## src/rtl/sobel_div_pkg.sv

```systemverilog
// Shared widths, step count and FSM encoding for the 24/11 sequential divider.
package sobel_div_pkg;

    localparam int unsigned DVD_W  = 24;
    localparam int unsigned DSR_W  = 11;
    localparam int unsigned QUO_W  = 13;
    localparam int unsigned STEPS  = 13;
    localparam int unsigned CNT_W  = 4;
    localparam int unsigned T_W    = DSR_W + 1;

    typedef enum logic [1:0] {
        IDLE = 2'd0,
        RUN  = 2'd1,
        DONE = 2'd2
    } div_state_e;

endpackage

```

## src/rtl/sobel_div_step.sv

```systemverilog
// One restoring-division step: compare the shifted partial remainder with the divisor.
module sobel_div_step
    import sobel_div_pkg::*;
(
    input  logic [T_W-1:0]   t,
    input  logic [DSR_W-1:0] divisor,
    output logic             q_bit,
    output logic [DSR_W-1:0] rem
);

    logic [T_W-1:0] diff;

    // When t >= divisor the difference is below the divisor, so it fits in DSR_W bits.
    always_comb begin
        diff  = t - T_W'(divisor);
        q_bit = (t >= T_W'(divisor));
        rem   = q_bit ? DSR_W'(diff) : DSR_W'(t);
    end

endmodule

```

## src/rtl/sobel_udiv_24d11_seq.sv

```systemverilog
// Sequential unsigned 24/11 restoring divider with ready/valid handshakes and clock enable.
module sobel_udiv_24d11_seq
    import sobel_div_pkg::*;
#(
    parameter int unsigned ID         = 32'd1,
    parameter int unsigned din0_WIDTH = 32'd24,
    parameter int unsigned din1_WIDTH = 32'd11,
    parameter int unsigned dout_WIDTH = 32'd13
) (
    input  logic                  clk,
    input  logic                  reset,
    input  logic                  ce,
    input  logic                  in_valid,
    output logic                  in_ready,
    input  logic [din0_WIDTH-1:0] din0,
    input  logic [din1_WIDTH-1:0] din1,
    output logic                  out_valid,
    input  logic                  out_ready,
    output logic [dout_WIDTH-1:0] dout,
    output logic [din1_WIDTH-1:0] rem,
    output logic                  ovf
);

    // The datapath is built for the fixed 24/11/13 geometry only.
    if (din0_WIDTH != DVD_W || din1_WIDTH != DSR_W || dout_WIDTH != QUO_W
        || $bits(ID) != 32) begin : g_bad_params
        $error("sobel_udiv_24d11_seq: unsupported parameter set");
    end

    div_state_e         state_q, state_d;
    logic [CNT_W-1:0]   cnt_q, cnt_d;
    logic [DSR_W-1:0]   prem_q, prem_d;
    logic [QUO_W-1:0]   dvd_q, dvd_d;
    logic [DSR_W-1:0]   dsr_q, dsr_d;
    logic [QUO_W-2:0]   quo_q, quo_d;
    logic [QUO_W-1:0]   dout_q, dout_d;
    logic [DSR_W-1:0]   rem_q, rem_d;
    logic               ovf_q, ovf_d;

    logic [T_W-1:0]     step_t;
    logic               step_q;
    logic [DSR_W-1:0]   step_rem;

    assign step_t = {prem_q, dvd_q[QUO_W-1]};

    sobel_div_step u_step (
        .t       (step_t),
        .divisor (dsr_q),
        .q_bit   (step_q),
        .rem     (step_rem)
    );

    always_ff @(posedge clk or negedge reset) begin
        if (!reset) begin
            state_q <= IDLE;
            cnt_q   <= '0;
            prem_q  <= '0;
            dvd_q   <= '0;
            dsr_q   <= '0;
            quo_q   <= '0;
            dout_q  <= '0;
            rem_q   <= '0;
            ovf_q   <= 1'b0;
        end else begin
            state_q <= state_d;
            cnt_q   <= cnt_d;
            prem_q  <= prem_d;
            dvd_q   <= dvd_d;
            dsr_q   <= dsr_d;
            quo_q   <= quo_d;
            dout_q  <= dout_d;
            rem_q   <= rem_d;
            ovf_q   <= ovf_d;
        end
    end

    // Next-state and datapath update; everything holds while ce is low.
    always_comb begin
        state_d = state_q;
        cnt_d   = cnt_q;
        prem_d  = prem_q;
        dvd_d   = dvd_q;
        dsr_d   = dsr_q;
        quo_d   = quo_q;
        dout_d  = dout_q;
        rem_d   = rem_q;
        ovf_d   = ovf_q;

        if (ce) begin
            case (state_q)
                IDLE: begin
                    if (in_valid) begin
                        dsr_d = din1;
                        dvd_d = din0[QUO_W-1:0];
                        quo_d = '0;
                        // Upper dividend bits already >= divisor: quotient cannot fit.
                        if (din0[DVD_W-1:QUO_W] >= din1) begin
                            dout_d  = '1;
                            rem_d   = '0;
                            ovf_d   = 1'b1;
                            state_d = DONE;
                        end else begin
                            prem_d  = din0[DVD_W-1:QUO_W];
                            cnt_d   = CNT_W'(STEPS - 1);
                            state_d = RUN;
                        end
                    end
                end
                RUN: begin
                    prem_d = step_rem;
                    dvd_d  = {dvd_q[QUO_W-2:0], 1'b0};
                    quo_d  = {quo_q[QUO_W-3:0], step_q};
                    if (cnt_q == '0) begin
                        dout_d  = {quo_q, step_q};
                        rem_d   = step_rem;
                        ovf_d   = 1'b0;
                        state_d = DONE;
                    end else begin
                        cnt_d = cnt_q - CNT_W'(1);
                    end
                end
                DONE: begin
                    if (out_ready) begin
                        state_d = IDLE;
                    end
                end
                default: begin
                    state_d = IDLE;
                end
            endcase
        end
    end

    assign in_ready  = (state_q == IDLE);
    assign out_valid = (state_q == DONE);
    assign dout      = dout_q;
    assign rem       = rem_q;
    assign ovf       = ovf_q;

endmodule

```

## config.mk

```make
export PLATFORM = sky130hd
export DESIGN_NAME = sobel_udiv_24d11_seq
export DESIGN_NICKNAME = d
export VERILOG_FILES = /design/src/rtl/sobel_div_pkg.sv /design/src/rtl/sobel_div_step.sv /design/src/rtl/sobel_udiv_24d11_seq.sv
export SDC_FILE = /design/constraint.sdc
export NUM_CORES = 1
export LEC_CHECK = 0
export CORE_MARGIN = 2
export CORE_UTILIZATION = 51
export DETAILED_ROUTE_END_ITERATION = 16
export DONT_BUFFER_PORTS = 1
export GPL_TIMING_DRIVEN = 0
export PLACE_DENSITY = 0.66
export SYNTH_ARGS = -nofsm -noshare
export SYNTH_HDL_FRONTEND = slang
export SYNTH_HIERARCHICAL = 1
export SYNTH_SLANG_ARGS = --single-unit
```

## constraint.sdc

```tcl
create_clock -name clk -period 3.05 [get_ports clk]
set_clock_uncertainty 0.15 [all_clocks]
set_input_delay 0.61 -clock clk [delete_from_list [all_inputs] [get_ports clk]]
set_output_delay 0.61 -clock clk [all_outputs]
set_load 0.02 [all_outputs]
```

==> summary by stage <==
Global routing
met2 is the most crowded layer. The first global-routing pass estimated 18300 um of wire. The via count of the first global-routing pass came to between 3000 and 4000.

The number of antenna violations at the first check in global routing is 0. The pin count of the biggest net entering global routing is 79. Across every metal layer, demand over resource in global routing totals 0.236. For this run, global-route usage on met2 was measured as 0.358.

The global-route met3 utilization is 0.0480. For this run, global-route usage on met1 was measured as 0.344. The total congestion overflow is 0.

Placed design
Summing all placed instances gives a cell area of ~4700 um^2. The number of instances in the placed design is 609. The half-perimeter wire length of the detailed placement result is about 8000 um. The count of input and output buffers is 0.

The routability congestion estimate is 0.899.

Cells and area
The number of nets in the layout is 578. Compared with the post-synthesis result, the final layout area differs by 7.82%. The core utilization of the finished layout is 0.563.

The finished cells cover between 4000 and 5000 um^2. The layout cell share with drive strength beyond 1 is 0.156. The number of inserted filler cells in the final layout is approximately 790. 0 antenna diodes ended up in the layout.

The finished layout holds about 630 standard cells, fillers aside.

Worst setup path
The arrival time of the worst setup path is 2.94 ns. The depth of the most critical reg-to-reg path is 13. The nature of the critical path startpoint is a flop. The category of the critical setup timing path is flop to flop. The maximum fanout count along the critical path is 10. The critical path capture point type is a flop. The data required time at the worst endpoint is roughly 3.1 ns.

Synthesis
The netlist area before placement is 4530 um^2. The xor-xnor portion of the synthesized cell area is 0.0116. The area share of and/or/nand/nor cells after synthesis is 0.194. Dividing the synthesized area by the synthesized cell count gives between 9 and 10 um^2. The netlist uses 57 different library cells.

The post-synthesis async set-or-reset flop share is 1.00. Counting every instance in the synthesized netlist gives ~500. The area fraction in compound gates after synthesis is 0.162.

For this run, the number of Yosys warnings is 6. For this run, the register share of the synthesized area comes to 0.431. Of the total synthesized cell area, the portion taken by full adders, half adders and majority gates is 0.0680. Yosys mapped a number of flops with a built-in enable equal to 0. The largest family of logic cells by synthesized area is simple AND/OR/NAND/NOR gates. The commonest register cell after synthesis is dfrtp_1. The post-synthesis net count is 565. The mux cell area share after synthesis is 0.0638.

The synthesized design contains 78 register bits.

STA
Derived from the worst setup path, the maximum achievable clock frequency is roughly 350 MHz. The worst hold margin is -0.0136 ns. The setup violation total in the final timing report is 0. The count of pins over their slew limit is 0. At the pin with the least slew margin, the transition time is just over 0.6 ns. Setup repair after global routing left no endpoint under its margin. The worst pin sits at a relative slew slack of 0.584. The worst path in the final design needs a cycle of ~2.9 ns, including I/O delays and setup. The final hold violation count came to 8. Of the available clock period, the critical path in the final layout requires 0.935. Summed over all failing endpoints, the final setup total negative slack is 0 ns.

Die
The standard-cell row count is 34. The initial utilization of the core area, before any placement, comes to 0.522. From left edge to right edge, the die measures a little under 100 um. 67 I/O pins were placed.

The core region is 8680 um^2. The die covers 9650 um^2. The height of the chip is 98.2 um.

CTS
TritonCTS built the clock tree. The clock drives 78 sinks. The clock-pin slew of the registers on the worst-case setup and hold paths is 0.10 ns. CTS placed an instance of clkbuf_8 at the clock tree root. The maximum clock path buffer count is 2. At the later pin of the worst-skew pair, clock insertion delay measures ~0.35 ns. The H-tree generated during clock tree synthesis spans 3 levels. The total clock buffers created by CTS is 9.

Route
The detailed-route wire length is 10700 um. The pre-antenna-repair detailed-routing pass consisted of 4 iterations. In the final routed layout, each cell accounts on average for 17.0 um. Using the TritonRoute via totals, the vias-per-cell ratio works out to between 5 and 6. The total number of vias is 3604. In the routed design, unresolved DRC markers number 0.

After the first detailed-routing iteration, the DRC count stood at around 170. Once detail routing completed, the nets flagged for antenna violations numbered 0.

Status
The final reports fail on hold timing. The run finished, with violations left.

Min path
The min-delay analysis places its worst path in the category primary input to asynchronous set/reset pin.

Power
In this run the static leakage power is approximately 0.0025 uW. The power density over cell area is ~1200 nW/um^2. The worst-case IR drop observed on VDD is approximately 530 uV.

Flow run
The max capacitance violation total is 0.
[logic make-up (layout without fill, tap and decap cells)]
family | after synthesis | after routing
buf+inv | 73 | 91
xor+xnor | 6 | 6
fa+ha+maj | 24 | 24
compound gates | 99 | 99
simple gates | 198 | 198
mux | 23 | 23
flops | 78 | 78
[report_power, final]
part	internal (uW)	switching (uW)
Sequential	1410	399
Combinational	1360	1890
Clock	305	415
Total	3080	2710
[metal layers]
metal / up-vias / wire (um)
met5: - / 0
met2: 100 / 4860
met1: 1755 / 5100
met4: 0 / 144
met3: 12 / 590
li1: 1737 / -
[cell type report]
cell class | instances | area (um^2) | share of cell area
Tap cell | 108 | 135 | 0.0277
Timing Repair Buffer | 2 | 35.0 | 0.00718
Clock inverter | 7 | 57.6 | 0.0118
Clock buffer | 9 | 124 | 0.0254
Multi-Input combinational cell | 350 | 2270 | 0.464
Sequential cell | 78 | 1950 | 0.400
Buffer | 26 | 136 | 0.0279
Inverter | 47 | 176 | 0.0361
[state kept, by name (all words and copies together) (netlist names)]
name and cells:
cnt_q 4, dout 13, dsr_q 11, dvd_q 13, ovf 1, prem_q 11, quo_q 12, rem 11
state_q 2
[worst max-delay path, stage by stage, from the launching register on]
cell,delay (ns)
dfrtp_1,0.42
inv_1,0.07
ha_1,0.24
fa_2,0.36
and2b_1,0.23
o21ai_2,0.07
a311oi_2,0.31
o2bb2ai_2,0.12
buf_6,0.16
nand2_1,0.08
o31ai_1,0.10
nand2_1,0.10
nand2_1,0.05
mux2_2,0.26
[path summary, 6_finish.rpt]
path                           start        end  slack [ns]
max reg2reg                dvd_q[12]  prem_q[4]        0.20
min reg2reg                quo_q[11]  quo_q[11]        0.35
max                        dvd_q[12]  prem_q[4]        0.20
min in group clk            din0[12]  dvd_q[12]        0.25
max in group asynchronous      reset  dsr_q[10]        2.43
min                            reset    dout[4]       -0.01
[stage by stage]
step	hold slack (ns)	power, uW	worst slack [ns]
2_1_floorplan	0.164	4280	0.433
3_3_place_gp	0.166	4910	0.145
3_5_place_dp	0.166	5000	0.110
4_1_cts	0.00217	5770	0.0709
5_1_grt	0.00540	6280	0.0463
6_report	-0.0136	5790	0.198
[cell usage in the layout, fill, tap and decap left out, types with 3 or more instances in the layout]
master / n
nor3_1: 3
inv_1: 46
o21ai_2: 9
and3_1: 14
clkbuf_1: 17
buf_2: 6
a31oi_1: 27
nand4_1: 4
a21o_1: 3
ha_1: 23
a31o_2: 10
mux2_2: 15
nor2b_1: 4
a21oi_1: 13
clkbuf_8: 9
nand2_1: 106
dfrtp_1: 78
o21ai_0: 10
nand3_1: 14
mux2_4: 8
o31ai_1: 3
nor2_1: 37
o21a_1: 4
nand2b_1: 3
xor2_1: 4
[Yosys cell counts (9+ instances only)]
cell type | count | area share
nand2_1 | 106 | 0.088
dfrtp_1 | 78 | 0.43
inv_1 | 46 | 0.038
nor2_1 | 37 | 0.031
a31oi_1 | 27 | 0.037
ha_1 | 23 | 0.064
clkbuf_1 | 17 | 0.014
mux2_2 | 15 | 0.037
and3_1 | 14 | 0.019
nand3_1 | 14 | 0.015
a21oi_1 | 13 | 0.014
a31o_2 | 10 | 0.019
o21ai_0 | 10 | 0.011
o21ai_2 | 9 | 0.017
[what timing repair did]
item / in CTS / in global routing
gates resized for setup: 0 / 1
hold buffers: 1 / 0
setup buffers: 0 / 1
hold endpoints to repair: 78 / 0
endpoints found under the setup margin: 0 / 10
Note: power is estimated with default switching activity, not from simulation.
